--- config.mk ---
export PLATFORM = sky130hd
export DESIGN_NAME = sw_debounce_irq
export DESIGN_NICKNAME = d
export VERILOG_FILES = /design/src/rtl/sw_debounce_irq.sv
export SDC_FILE = /design/constraint.sdc
export NUM_CORES = 1
export LEC_CHECK = 0
export ABC_CLOCK_PERIOD_IN_PS = 3300
export BUFFER_PORTS_ARGS = -buffer_cell sky130_fd_sc_hd__buf_4
export CORE_ASPECT_RATIO = 0.75
export CORE_UTILIZATION = 62
export CTS_BUF_LIST = sky130_fd_sc_hd__clkbuf_4 sky130_fd_sc_hd__clkbuf_8
export DETAILED_ROUTE_END_ITERATION = 12
export PLACE_DENSITY_LB_ADDON = 0.05
export SLEW_MARGIN = 40
export SYNTH_ARGS = -nofsm -noshare
export SYNTH_HDL_FRONTEND = slang
export SYNTH_SLANG_ARGS = --single-unit
--- constraint.sdc ---
create_clock -name clk -period 3.3 [get_ports clk]
set_clock_uncertainty 0.2 [all_clocks]
set_input_delay 0.33 -clock clk [delete_from_list [all_inputs] [get_ports clk]]
set_output_delay 0.33 -clock clk [all_outputs]
set_load 0.03 [all_outputs]
--- src/rtl/sw_debounce_irq.sv ---
// Switch conditioner: 2-FF synchroniser, per-bit debounce, edge pulses and a W1C pending interrupt.
// Define SW_DEBOUNCE_BOTHEDGE_EN to let falling as well as rising debounced edges set pending.
module sw_debounce_irq #(
  parameter int WIDTH           = 4,
  parameter int DEBOUNCE_CYCLES = 50000,
  parameter int CNT_W           = 16
) (
  input  logic             clk,
  input  logic             rst,
  input  logic [WIDTH-1:0] sw_raw,
  input  logic [WIDTH-1:0] irq_mask,
  input  logic [WIDTH-1:0] irq_clr,
  output logic [WIDTH-1:0] sw_stable,
  output logic [WIDTH-1:0] sw_rise,
  output logic [WIDTH-1:0] sw_fall,
  output logic [WIDTH-1:0] irq_pending,
  output logic             irq
);

  localparam logic [CNT_W-1:0] CNT_LAST = CNT_W'(DEBOUNCE_CYCLES - 1);

  logic [WIDTH-1:0] sync1;
  logic [WIDTH-1:0] sync2;
  logic [WIDTH-1:0] accept;
  logic [WIDTH-1:0] pend_set;

  always_ff @(posedge clk or posedge rst) begin
    if (rst) begin
      sync1 <= '0;
      sync2 <= '0;
    end else begin
      sync1 <= sw_raw;
      sync2 <= sync1;
    end
  end

  genvar gi;
  generate
    for (gi = 0; gi < WIDTH; gi++) begin : g_bit
      logic [CNT_W-1:0] cnt;
      logic             differ;

      assign differ     = sync2[gi] ^ sw_stable[gi];
      assign accept[gi] = differ && (cnt == CNT_LAST);

      // Any return to the stable level restarts qualification from zero.
      always_ff @(posedge clk or posedge rst) begin
        if (rst) begin
          cnt <= '0;
        end else if (!differ || accept[gi]) begin
          cnt <= '0;
        end else begin
          cnt <= cnt + CNT_W'(1);
        end
      end
    end
  endgenerate

`ifdef SW_DEBOUNCE_BOTHEDGE_EN
  assign pend_set = accept & irq_mask;
`else
  assign pend_set = accept & sync2 & irq_mask;
`endif

  // Set has priority over the clear strobe so a coincident edge is never lost.
  always_ff @(posedge clk or posedge rst) begin
    if (rst) begin
      sw_stable   <= '0;
      sw_rise     <= '0;
      sw_fall     <= '0;
      irq_pending <= '0;
    end else begin
      sw_stable   <= sw_stable ^ accept;
      sw_rise     <= accept & sync2;
      sw_fall     <= accept & ~sync2;
      irq_pending <= (irq_pending & ~irq_clr) | pend_set;
    end
  end

  assign irq = |irq_pending;

endmodule

## Yosys cells after proc, flatten, opt, wreduce, memory -nomap -nowiden

Index checks and enable logic that the tools add are counted.

| storage, ports and cells | value |
|---|---|
| flip-flop bits (word level) | 88 |
| input bits | 14 |
| output and inout bits | 17 |

| operators by class | value |
|---|---|
| add/sub/neg operators | 4 |
| eq/ne operators | 4 |
| muxes and demuxes | 4 |
| bitwise logic cells | 12 |
| reduce and logical (&&, ||, !) cells | 13 |

Operator list:

| operator | count |
|---|---|
| 16-bit by 1-bit adder with 16-bit output, second input constant | 4 |
| 16-bit equality test, second input constant | 4 |
| 16-bit 2-to-1 mux | 4 |
| 4-bit bitwise AND | 4 |
| 4-bit NOT | 2 |
| 1-bit logical AND | 4 |
| 1-bit zero test | 4 |
| 1-bit logical OR | 4 |
| 4-bit bitwise OR | 1 |
| 4-bit OR reduction | 1 |
| 1-bit XOR | 4 |
| 4-bit XOR | 1 |

## Logic depth before layout (Yosys ltp)

Gate-level depths: netlist of the first run.

| logic depth | value |
|---|---|
| depth after elaboration | 5 |
| gate-level depth with buffers | 6 |
| mapped depth without buffers | 5 |

## Least setup slack after synthesis of the first run

No wires, ideal clock.

| timing path | value |
|---|---|
| kind | flip-flop to flip-flop |
| from | reg g_bit[3].cnt[12] |
| to | reg (tool-made name) |
| setup time | 0.125 ns |
| data arrival time | 1.633 ns |
| data required time | 2.975 ns |
| path slack | 1.342 ns |
| cell stages (with the launch flop) | 5 |
| buffers on the path | 0 |
| period minus slack after synthesis | 1.958 ns |
| cells stage by stage | dfrtp_1 nor4_1 nand3b_1 or4_4 mux2_4 |

RTL lines:

| element | line | RTL |
|---|---|---|
| from (decl) | 40 | `logic [CNT_W-1:0] cnt;` |
| from (signal assigned) | 53 | `cnt <= cnt + CNT_W'(1);` |

## Worst setup path in the final report of the first run

| timing path | value |
|---|---|
| from | reg g_bit[1].cnt[4] |
| to | reg g_bit[1].cnt[14] |

| on the way | value |
|---|---|
| longest elaborated chain between the ends | 4 |
| elaborated cells between the ends (all ways) | 5 |

RTL lines:

| element | line | RTL |
|---|---|---|
| from (decl) | 40 |  |
| from (signal assigned) | 53 |  |
| branches (longest 3 deep; another with 16-bit by 1-bit adder with 16-bit output) | n/a |  |
| 16-bit 2-to-1 mux * | 50 | `end else if (!differ \|\| accept[gi]) begin` |

Mark *: on every way between the ends.

==> impl_metrics.py, run 1 <==
metrics = {
    "timing": {
        "drv_slew": 0,
        "fin_setup_tns_ps": 0,
        "worst_pin_slew_ps": 531,
        "finalHoldViolCount": 0,
        "setup_viol": 0,
        "period_needed_ps": 2100,
        "period_share_pct": 63.6,
        "fmax_mhz": 477,
        "slew_headroom_pct": 64.5,
        "grt_setup_unrepaired": "false",
        "setup_slack_ps": 1200,
    },
    "route": {
        "wl_mm": 7.26,
        "detail_route.first_pass.iterations": 4,
        "viasPerCell": 5.70,
        "dr_total_vias": 2857,
        "wire_per_inst_um": 14.5,
        "antenna_left": 0,
        "drt-initial-drc-count": 99,
        "drc_errors": 0,
    },
    "pwr": {
        "p_leak_nw": 1.96,
        "total_power_mw": 1.88,
        "power_density_nw_per_um2": 415,
        "ir_drop_mv": 0.294,
    },
    "global_routing": {
        "grt_pass1_vias": 2798,
        "met3_usage_pct": 6.45,
        "met2_usage_pct": 37.7,
        "grt_usage_pct": 25.1,
        "global_route.peak_usage_layer": "met2",
        "grt_util_met1_pct": 36.8,
        "grt_max_degree": 77,
        "antenna_found_initial": 0,
        "overflow": 0,
        "grt_pass1_wl_mm": 12.9,
    },
    "synthesis": {
        "synth_top_area_share_pct": 56.0,
        "synth_top_area_cell": "dfrtp_1",
        "synth_xor_area_share_pct": 13.4,
        "syn_area_per_cell_um2": 10.6,
        "synth_adder_area_share_pct": 1.27,
        "seq_area_frac_synth_pct": 56.0,
        "synth_cell_type_count": 30,
        "syn_nets": 389,
        "synth-simple-area-share_pct": 24.8,
        "ys_ff_latch": 88,
        "synth_warnings": 0,
        "synth-compound-area-share_pct": 1.43,
        "syn_inst": 371,
        "netlist_top_cells_area": "dfrtp_1, xnor2_1, nor2_1",
        "muxShareOfSynthArea_pct": 1.24,
        "synth_area_um2": 3940,
        "synth_top_family_by_area": "simple AND/OR/NAND/NOR gates",
    },
    "worst_setup_path": {
        "r2r-end": "g_bit[1].cnt[14]",
        "reg2reg_from": "g_bit[1].cnt[4]",
        "crit_arrival_ps": 2130,
        "path_max_fanout": 9,
        "start_kind": "flop",
        "path_class": "reg -> reg",
        "worstPathRequired_ps": 3330,
        "critPathLaunch": "g_bit[1].cnt[4]",
        "endpoint": "g_bit[1].cnt[14]",
        "reg2reg_depth": 5,
        "rrSetupSlack_ps": 1200,
        "end_kind": "flop",
    },
    "run_status": {
        "outcome": "finished clean",
    },
    "clock_tree": {
        "cts_buffers": 9,
        "clkSinkCount": 88,
        "post_cts_resized": 0,
        "clk_pin_slew_worst_paths_ps": 80,
        "ctsHoldBuffers": 9,
        "worstSkewPairLatency_ps": 340,
        "cts.path.max_buffers": 2,
        "cts_tree": "built",
        "clockRootBuffer": "clkbuf_8",
        "postCtsSetupBuffers": 0,
        "h-tree-depth": 3,
    },
    "place": {
        "portBuffers": 30,
        "place_ws_ps": 1190,
        "placed_cells": 476,
        "dp_hpwl_mm": 4.97,
        "place.gp.congestion": 0.835,
    },
    "die": {
        "coreArea_um2": 5980,
        "die_area_um2": 6670,
        "start_util_pct": 65.9,
        "io-pin-count": 31,
        "num_rows": 24,
        "die_h_um": 71.0,
        "die_x_um": 94.0,
    },
    "cells_and_area": {
        "layout_common_cells": "dfrtp_1, nor2_1, xnor2_1",
        "layout_commonest_cell": "dfrtp_1",
        "drive_above_1_share_pct": 13.5,
        "finalNetCount": 436,
        "n_antenna_cell": 0,
        "stdcell_count": 501,
        "area.growth.synth_to_final_pct": 15.5,
        "fillers": 406,
    },
    "flow_run": {
        "drv_cap": 0,
    },
    "worst_hold_path": {
        "min_path_type": "in -> reg",
    },
}
==> report_power, final <==
part           total (mW)  switching, mW  internal [mW]
Combinational      0.0829         0.0473         0.0356
Clock               0.691          0.366          0.325
Sequential           1.11         0.0162           1.09
==> Yosys cell counts, drive strengths merged <==
cell	n
and3b	1
nand3	24
nand2	14
nand4	18
a22o	1
nor4bb	2
and4	4
and3	9
xor2	20
o41ai	1
nor4	14
ha	4
nand3b	4
nand4b	1
buf	2
nor2	71
nor3	13
o31ai	1
clkbuf	4
inv	14
nor3b	8
mux2	4
o22ai	3
or4	2
nand2b	1
xnor2	40
nor4b	3
dfrtp	88
==> worst min-delay path by stage <==
| stage | from | end | cells after the start |
|---|---|---|---|
| after floorplan | sync1[0] | sync2[0] | 0 |
| after global placement | rst | g_bit[0].cnt[14] | 2 |
| after detailed placement | rst | g_bit[0].cnt[14] | 2 |
| after CTS | irq_mask[3] | irq_pending[3] | 3 |
| after global routing | irq_mask[3] | irq_pending[3] | 3 |
| final | irq_mask[3] | irq_pending[3] | 3 |
==> final cells by class <==
type                            instances  area, um2  area share (%)
Clock buffer                           12        159            3.50
Clock inverter                          4       27.5           0.606
Inverter                               14       53.8            1.18
Multi-Input combinational cell        263       1660            36.4
Sequential cell                        88       2200            48.4
Tap cell                               78       97.6            2.15
Timing Repair Buffer                   42        350            7.71
==> logic make-up after synthesis <==
family                     count (synthesis)
and+or+nand+nor                          189
buffers and inverters                     20
adders and majority gates                  4
AOI/OAI and AO/OA                          6
muxes                                      4
xor gates and xnor gates                  60
DFF                                       88
==> critical path, stage by stage (launching register included) <==
cell	delay [ps]
dfrtp_1	440
nor4_1	400
nand4_1	160
o31ai_2	460
buf_4	270
nor2_1	60
==> flip-flops by register name (all words and copies together), names as in the netlist, named ones only <==
name,count
irq_pending,4
g_bit.cnt,64
sync1,4
sw_fall,4
sw_rise,4
sync2,4
==> metal layers <==
| metal | vias to the layer above | wire length, um |
|---|---|---|
| li1 | 1377 | - |
| met1 | 1414 | 3620 |
| met2 | 57 | 3250 |
| met3 | 9 | 318 |
| met4 | 0 | 69 |
| met5 | - | 0 |
==> metrics by stage <==
step | instance area [um2] | util, % | hold WS (ps)
floorplan | 3940 | - | 131
detailed placement | 4270 | 71.4 | 67.9
global route | 4550 | 76.1 | 41.5
global placement | 4270 | 71.4 | 64.4
CTS | 4550 | 76.1 | 44.4
finish | 4550 | 76.1 | 56.0
Note: power is estimated with default switching activity, not from simulation.
==> inputs of run 2 (changes only) <==
--- a/config.mk
+++ b/config.mk
@@ -5,7 +5,7 @@
 export SDC_FILE = /design/constraint.sdc
 export NUM_CORES = 1
 export LEC_CHECK = 0
-export ABC_CLOCK_PERIOD_IN_PS = 3300
+export ABC_CLOCK_PERIOD_IN_PS = 2100
 export BUFFER_PORTS_ARGS = -buffer_cell sky130_fd_sc_hd__buf_4
 export CORE_ASPECT_RATIO = 0.75
 export CORE_UTILIZATION = 62
==> constraint.sdc (replaced) <==
create_clock -name clk -period 2.1 [get_ports clk]
set_clock_uncertainty 0.2 [all_clocks]
set_input_delay 0.21 -clock clk [delete_from_list [all_inputs] [get_ports clk]]
set_output_delay 0.21 -clock clk [all_outputs]
set_load 0.03 [all_outputs]
==> run 2 against run 1 <==
Effect of this change: global-route usage increased by 1.1 points; sequential power grew 57%; die area unchanged; clock-buffer cell count fell by 1; power up 56%; flip-flop and latch count did not move; worst hold slack gained 88 ps; core utilization grew 1.6 points.
==> impl_metrics.py, run 2 (synthesis gave the netlist of run 1 again) <==
metrics = {
    "timing": {
        "setup_viol": 0,
        "slew_headroom_pct": 69.3,
        "worst_pin_slew_ps": 457,
        "fin_hold_ws_ps": 144,
        "period_share_pct": 97.0,
        "finalHoldViolCount": 0,
        "fin_setup_tns_ps": 0,
        "drv_slew": 0,
        "fmax_mhz": 491,
        "period_needed_ps": 2040,
        "grt_setup_unrepaired": "false",
    },
    "worst_setup_path": {
        "rrSetupSlack_ps": 60,
        "reg2reg_depth": 4,
        "path_class": "reg -> reg",
        "reg2reg_from": "g_bit[3].cnt[13]",
        "critPathLaunch": "g_bit[3].cnt[13]",
        "end_kind": "flop",
        "start_kind": "flop",
        "worstPathRequired_ps": 2140,
        "path_max_fanout": 5,
        "crit_arrival_ps": 2080,
    },
    "worst_hold_path": {
        "min_path_type": "reg -> reg",
    },
    "route": {
        "drc_errors": 0,
        "wl_mm": 7.68,
        "viasPerCell": 5.65,
        "antenna_left": 0,
        "wire_per_inst_um": 15.0,
        "detail_route.first_pass.iterations": 4,
        "dr_total_vias": 2893,
        "drt-initial-drc-count": 152,
    },
    "die": {
        "start_util_pct": 65.9,
        "coreArea_um2": 5980,
        "num_rows": 24,
        "io-pin-count": 31,
        "die_x_um": 94.0,
        "die_h_um": 71.0,
        "die_area_um2": 6670,
    },
    "pwr": {
        "total_power_mw": 2.94,
        "p_sw_uw": 680,
        "sw_frac_of_total_pct": 23.1,
        "combPwrFrac_pct": 4.9,
        "ir_drop_mv": 0.495,
        "power_density_nw_per_um2": 633,
        "seqPwrFrac_pct": 59.4,
        "p_leak_nw": 2.01,
        "clockPowerShare_pct": 35.7,
        "p_int_mw": 2.26,
    },
    "cells_and_area": {
        "multi_input_area_um2": 1660,
        "largest_reg_flops": 64,
        "area.growth.synth_to_final_pct": 17.9,
        "fin_util_pct": 77.7,
        "drive_above_1_share_pct": 15.0,
        "finalNetCount": 448,
        "stdcell_count": 512,
        "n_antenna_cell": 0,
        "regArea_um2": 2200,
        "layout_common_cells": "dfrtp_1, nor2_1, xnor2_1, buf_4, nand3_1",
        "layout_commonest_cell": "dfrtp_1",
        "fillers": 406,
        "regMostFlops": "g_bit.cnt",
    },
    "place": {
        "dp_hpwl_mm": 5.17,
        "placed_cells": 484,
        "portBuffers": 30,
        "place.gp.congestion": 0.879,
    },
    "clock_tree": {
        "worstSkewPairLatency_ps": 350,
        "postCtsSetupBuffers": 0,
        "clockRootBuffer": "clkbuf_8",
        "clk_pin_slew_worst_paths_ps": 90,
        "clkSinkCount": 88,
        "cts.path.max_buffers": 2,
        "cts_tree": "built",
        "cts_buffers": 9,
        "h-tree-depth": 3,
    },
    "global_routing": {
        "grt_pass1_vias": 2925,
        "grt_usage_pct": 26.3,
        "grt_max_degree": 70,
        "overflow": 0,
        "grt_pass1_wl_mm": 13.3,
        "antenna_found_initial": 0,
    },
    "run_status": {
        "outcome": "finished clean",
    },
    "flow_run": {
        "drv_cap": 0,
    },
}
-- run 2: how the worst min path moves through the flow --
stage,startpoint,slack (ps),end,cells after the start
global route,sync1[2],150,sync2[2],0
finish,sync1[2],140,sync2[2],0
global placement,rst,50,g_bit[0].cnt[14],2
CTS,sync1[2],140,sync2[2],0
detailed placement,rst,60,g_bit[0].cnt[14],2
floorplan,sw_raw[0],40,sync1[0],0
-- run 2: power groups by stage --
stage               logic, mW  clock network (mW)  registers [mW]
detailed placement      0.125                   0            1.78
finish                  0.143                1.05            1.74
CTS                     0.146                1.09            1.74
floorplan              0.0728                   0            1.77
global route            0.161                1.16            1.75
global placement        0.123                   0            1.78
-- run 2: cell type report --
type                    instances  area share (%)
flip-flops and latches         88            47.5
multi-input cells             263            35.8
repair buffers                 54            9.71
clock buffers                  11            3.13
well taps                      78            2.10
inverters                      14            1.21
clock inverters                 4           0.593
-- run 2: worst max-delay path, stage by stage, from the launching register on --
cell and delay [ps]:
dfrtp_1 420, nor4_2 270, nand3b_1 150, or4_4 580, mux2_4 310
-- run 2: per-stage QoR --
stage	setup slack (ps)	area, um2
3_3_place_gp	88.0	4330
5_1_grt	9.41	4640
3_5_place_dp	48.3	4330
4_1_cts	32.6	4630
6_report	63.8	4640
2_1_floorplan	142	3940
-- run 2: timing repair --
| action | 4_1_cts | 5_1_grt |
|---|---|---|
| resized for setup | 0 | 1 |
| endpoints found under the hold margin | 27 | 0 |
| setup endpoints to repair | 0 | 1 |
| hold buffers | 13 | 0 |
-- run 2: layer usage --
layer	GRT usage, %	share of wire, %	up-vias
li1	-	-	1399
met4	10.3	1.5	0
met1	35.1	48	1420
met3	4.62	3.1	14
met2	43.1	47	60
met5	0	0	-
==> inputs of run 3 (changes only) <==
--- a/config.mk
+++ b/config.mk
@@ -11,7 +11,7 @@
 export CORE_UTILIZATION = 62
 export CTS_BUF_LIST = sky130_fd_sc_hd__clkbuf_4 sky130_fd_sc_hd__clkbuf_8
 export DETAILED_ROUTE_END_ITERATION = 12
-export PLACE_DENSITY_LB_ADDON = 0.05
+export PLACE_DENSITY = 0.83
 export SLEW_MARGIN = 40
 export SYNTH_ARGS = -nofsm -noshare
 export SYNTH_HDL_FRONTEND = slang
==> run 3 against run 2 <==
Effect of this change: die area is the same; critical path type unchanged; cell count grew 0.20%; flip-flop and latch count is the same.
==> impl_metrics.py, run 3 (synthesis gave the netlist of run 1 again) <==
metrics = {
    "run_status": {
        "outcome": "finished clean",
    },
    "pwr": {
        "p_sw_uw": 677,
        "total_power_mw": 3.31,
        "clockPowerShare_pct": 42.8,
        "p_leak_nw": 2.06,
        "ir_drop_mv": 0.483,
        "sw_frac_of_total_pct": 20.5,
        "seqPwrFrac_pct": 52.8,
        "p_int_mw": 2.63,
        "power_density_nw_per_um2": 697,
        "combPwrFrac_pct": 4.3,
    },
    "route": {
        "dr_total_vias": 3022,
        "antenna_left": 0,
        "wire_per_inst_um": 16.7,
        "detail_route.first_pass.iterations": 6,
        "drt-initial-drc-count": 189,
        "wl_mm": 8.56,
        "viasPerCell": 5.89,
        "drc_errors": 0,
    },
    "timing": {
        "setup_slack_ps": 31.6,
        "setup_viol": 0,
        "finalHoldViolCount": 0,
        "worst_pin_slew_ps": 444,
        "fin_setup_tns_ps": 0,
        "period_share_pct": 98.5,
        "fmax_mhz": 483,
        "period_needed_ps": 2070,
        "drv_slew": 0,
        "slew_headroom_pct": 70.4,
        "grt_setup_unrepaired": "false",
    },
    "worst_setup_path": {
        "reg2reg_depth": 4,
        "start_kind": "flop",
        "crit_arrival_ps": 2120,
        "path_max_fanout": 5,
        "worstPathRequired_ps": 2150,
        "path_class": "reg -> reg",
        "reg2reg_from": "g_bit[3].cnt[12]",
        "rrSetupSlack_ps": 30,
        "end_kind": "flop",
    },
    "place": {
        "place.gp.congestion": 0.895,
        "dp_hpwl_mm": 5.25,
        "place_ws_ps": 58.7,
        "portBuffers": 30,
    },
    "die": {
        "coreArea_um2": 5980,
        "start_util_pct": 65.9,
        "die_area_um2": 6670,
        "die_h_um": 71.0,
        "num_rows": 24,
        "io-pin-count": 31,
        "die_x_um": 94.0,
    },
    "global_routing": {
        "met2_usage_pct": 48.3,
        "grt_util_met1_pct": 35.3,
        "grt_usage_pct": 28.8,
        "grt_max_degree": 89,
        "antenna_found_initial": 0,
        "global_route.peak_usage_layer": "met2",
        "overflow": 0,
        "met3_usage_pct": 8.06,
        "grt_pass1_vias": 3034,
        "grt_pass1_wl_mm": 14.5,
    },
    "clock_tree": {
        "cts.path.max_buffers": 2,
        "h-tree-depth": 3,
        "cts_buffers": 9,
        "worstSkewPairLatency_ps": 370,
        "clockRootBuffer": "clkbuf_8",
        "clkSinkCount": 88,
        "cts_tree": "built",
        "clk_pin_slew_worst_paths_ps": 80,
    },
    "cells_and_area": {
        "largest_reg_flops": 64,
        "area.growth.synth_to_final_pct": 20.5,
        "regMostFlops": "g_bit.cnt",
        "n_antenna_cell": 0,
        "layout_common_cells": "dfrtp_1, nor2_1, buf_4",
        "drive_above_1_share_pct": 15.6,
        "finalNetCount": 449,
        "layout_commonest_cell": "dfrtp_1",
    },
    "flow_run": {
        "drv_cap": 0,
    },
    "worst_hold_path": {
        "hold_depth": 0,
        "hold_path_end": "sync2[2]",
        "min_path_type": "reg -> reg",
        "holdCritStartpoint": "sync1[2]",
    },
}
run 3: cell count changes in the layout (fill, tap and decap cells not counted), sizes merged:
cell	previous run	this run
buf	41	42
bufinv	0	3
clkbuf	11	12
clkinv	2	0
inv	15	13
run 3: cell type report:
cell class / count / area (um2)
Clock buffer: 12 / 153
Multi-Input combinational cell: 263 / 1680
Tap cell: 78 / 97.6
Inverter: 14 / 56.3
Fill cell: 340 / 1230
Timing Repair Buffer: 55 / 458
Sequential cell: 88 / 2200
Clock inverter: 3 / 90.1
run 3: critical path, stage by stage (launching register included):
cell and delay, ps:
dfrtp_1 420, nor4_4 340, nand3b_1 150, or4_4 540, mux2_4 310
run 3: repair_timing:
action                     CTS  global route
hold endpoints to repair    96             0
setup endpoints to repair   17            14
gates cloned                 1             0
hold buffers                13             0
pin swaps                    3             4
resized for setup            4             3
setup buffers                2             0
run 3: how the worst max path moves through the flow:
stage | from | endpoint | slack (ps)
global placement | g_bit[3].cnt[13] | flop | 110
finish | g_bit[3].cnt[12] | flop | 30
floorplan | g_bit[3].cnt[12] | flop | 140
detailed placement | g_bit[3].cnt[13] | flop | 60
CTS | g_bit[3].cnt[5] | flop | -1
global route | g_bit[3].cnt[12] | flop | 3
run 3: power groups by stage:
stage / clock network, mW / logic (mW) / registers (mW)
floorplan: 0 / 0.0728 / 1.77
global placement: 0 / 0.118 / 1.78
detailed placement: 0 / 0.122 / 1.78
CTS: 1.43 / 0.144 / 1.75
global route: 1.51 / 0.162 / 1.75
finish: 1.42 / 0.144 / 1.75
run 3: stage by stage:
step / util, % / cells / hold WS (ps) / instance area (um2)
after floorplan: - / 371 / 41.4 / 3940
after global placement: 72.2 / 482 / 120 / 4320
after detailed placement: 72.2 / 482 / 121 / 4320
after CTS: 79.3 / 513 / 154 / 4740
after global routing: 79.4 / 513 / 154 / 4740
final: 79.4 / 513 / 156 / 4740
run 3: metal layers:
metal	up-vias	wire length [um]
met3	33	450
met5	-	0
met4	0	269
met1	1488	3580
met2	103	4270
li1	1398	-
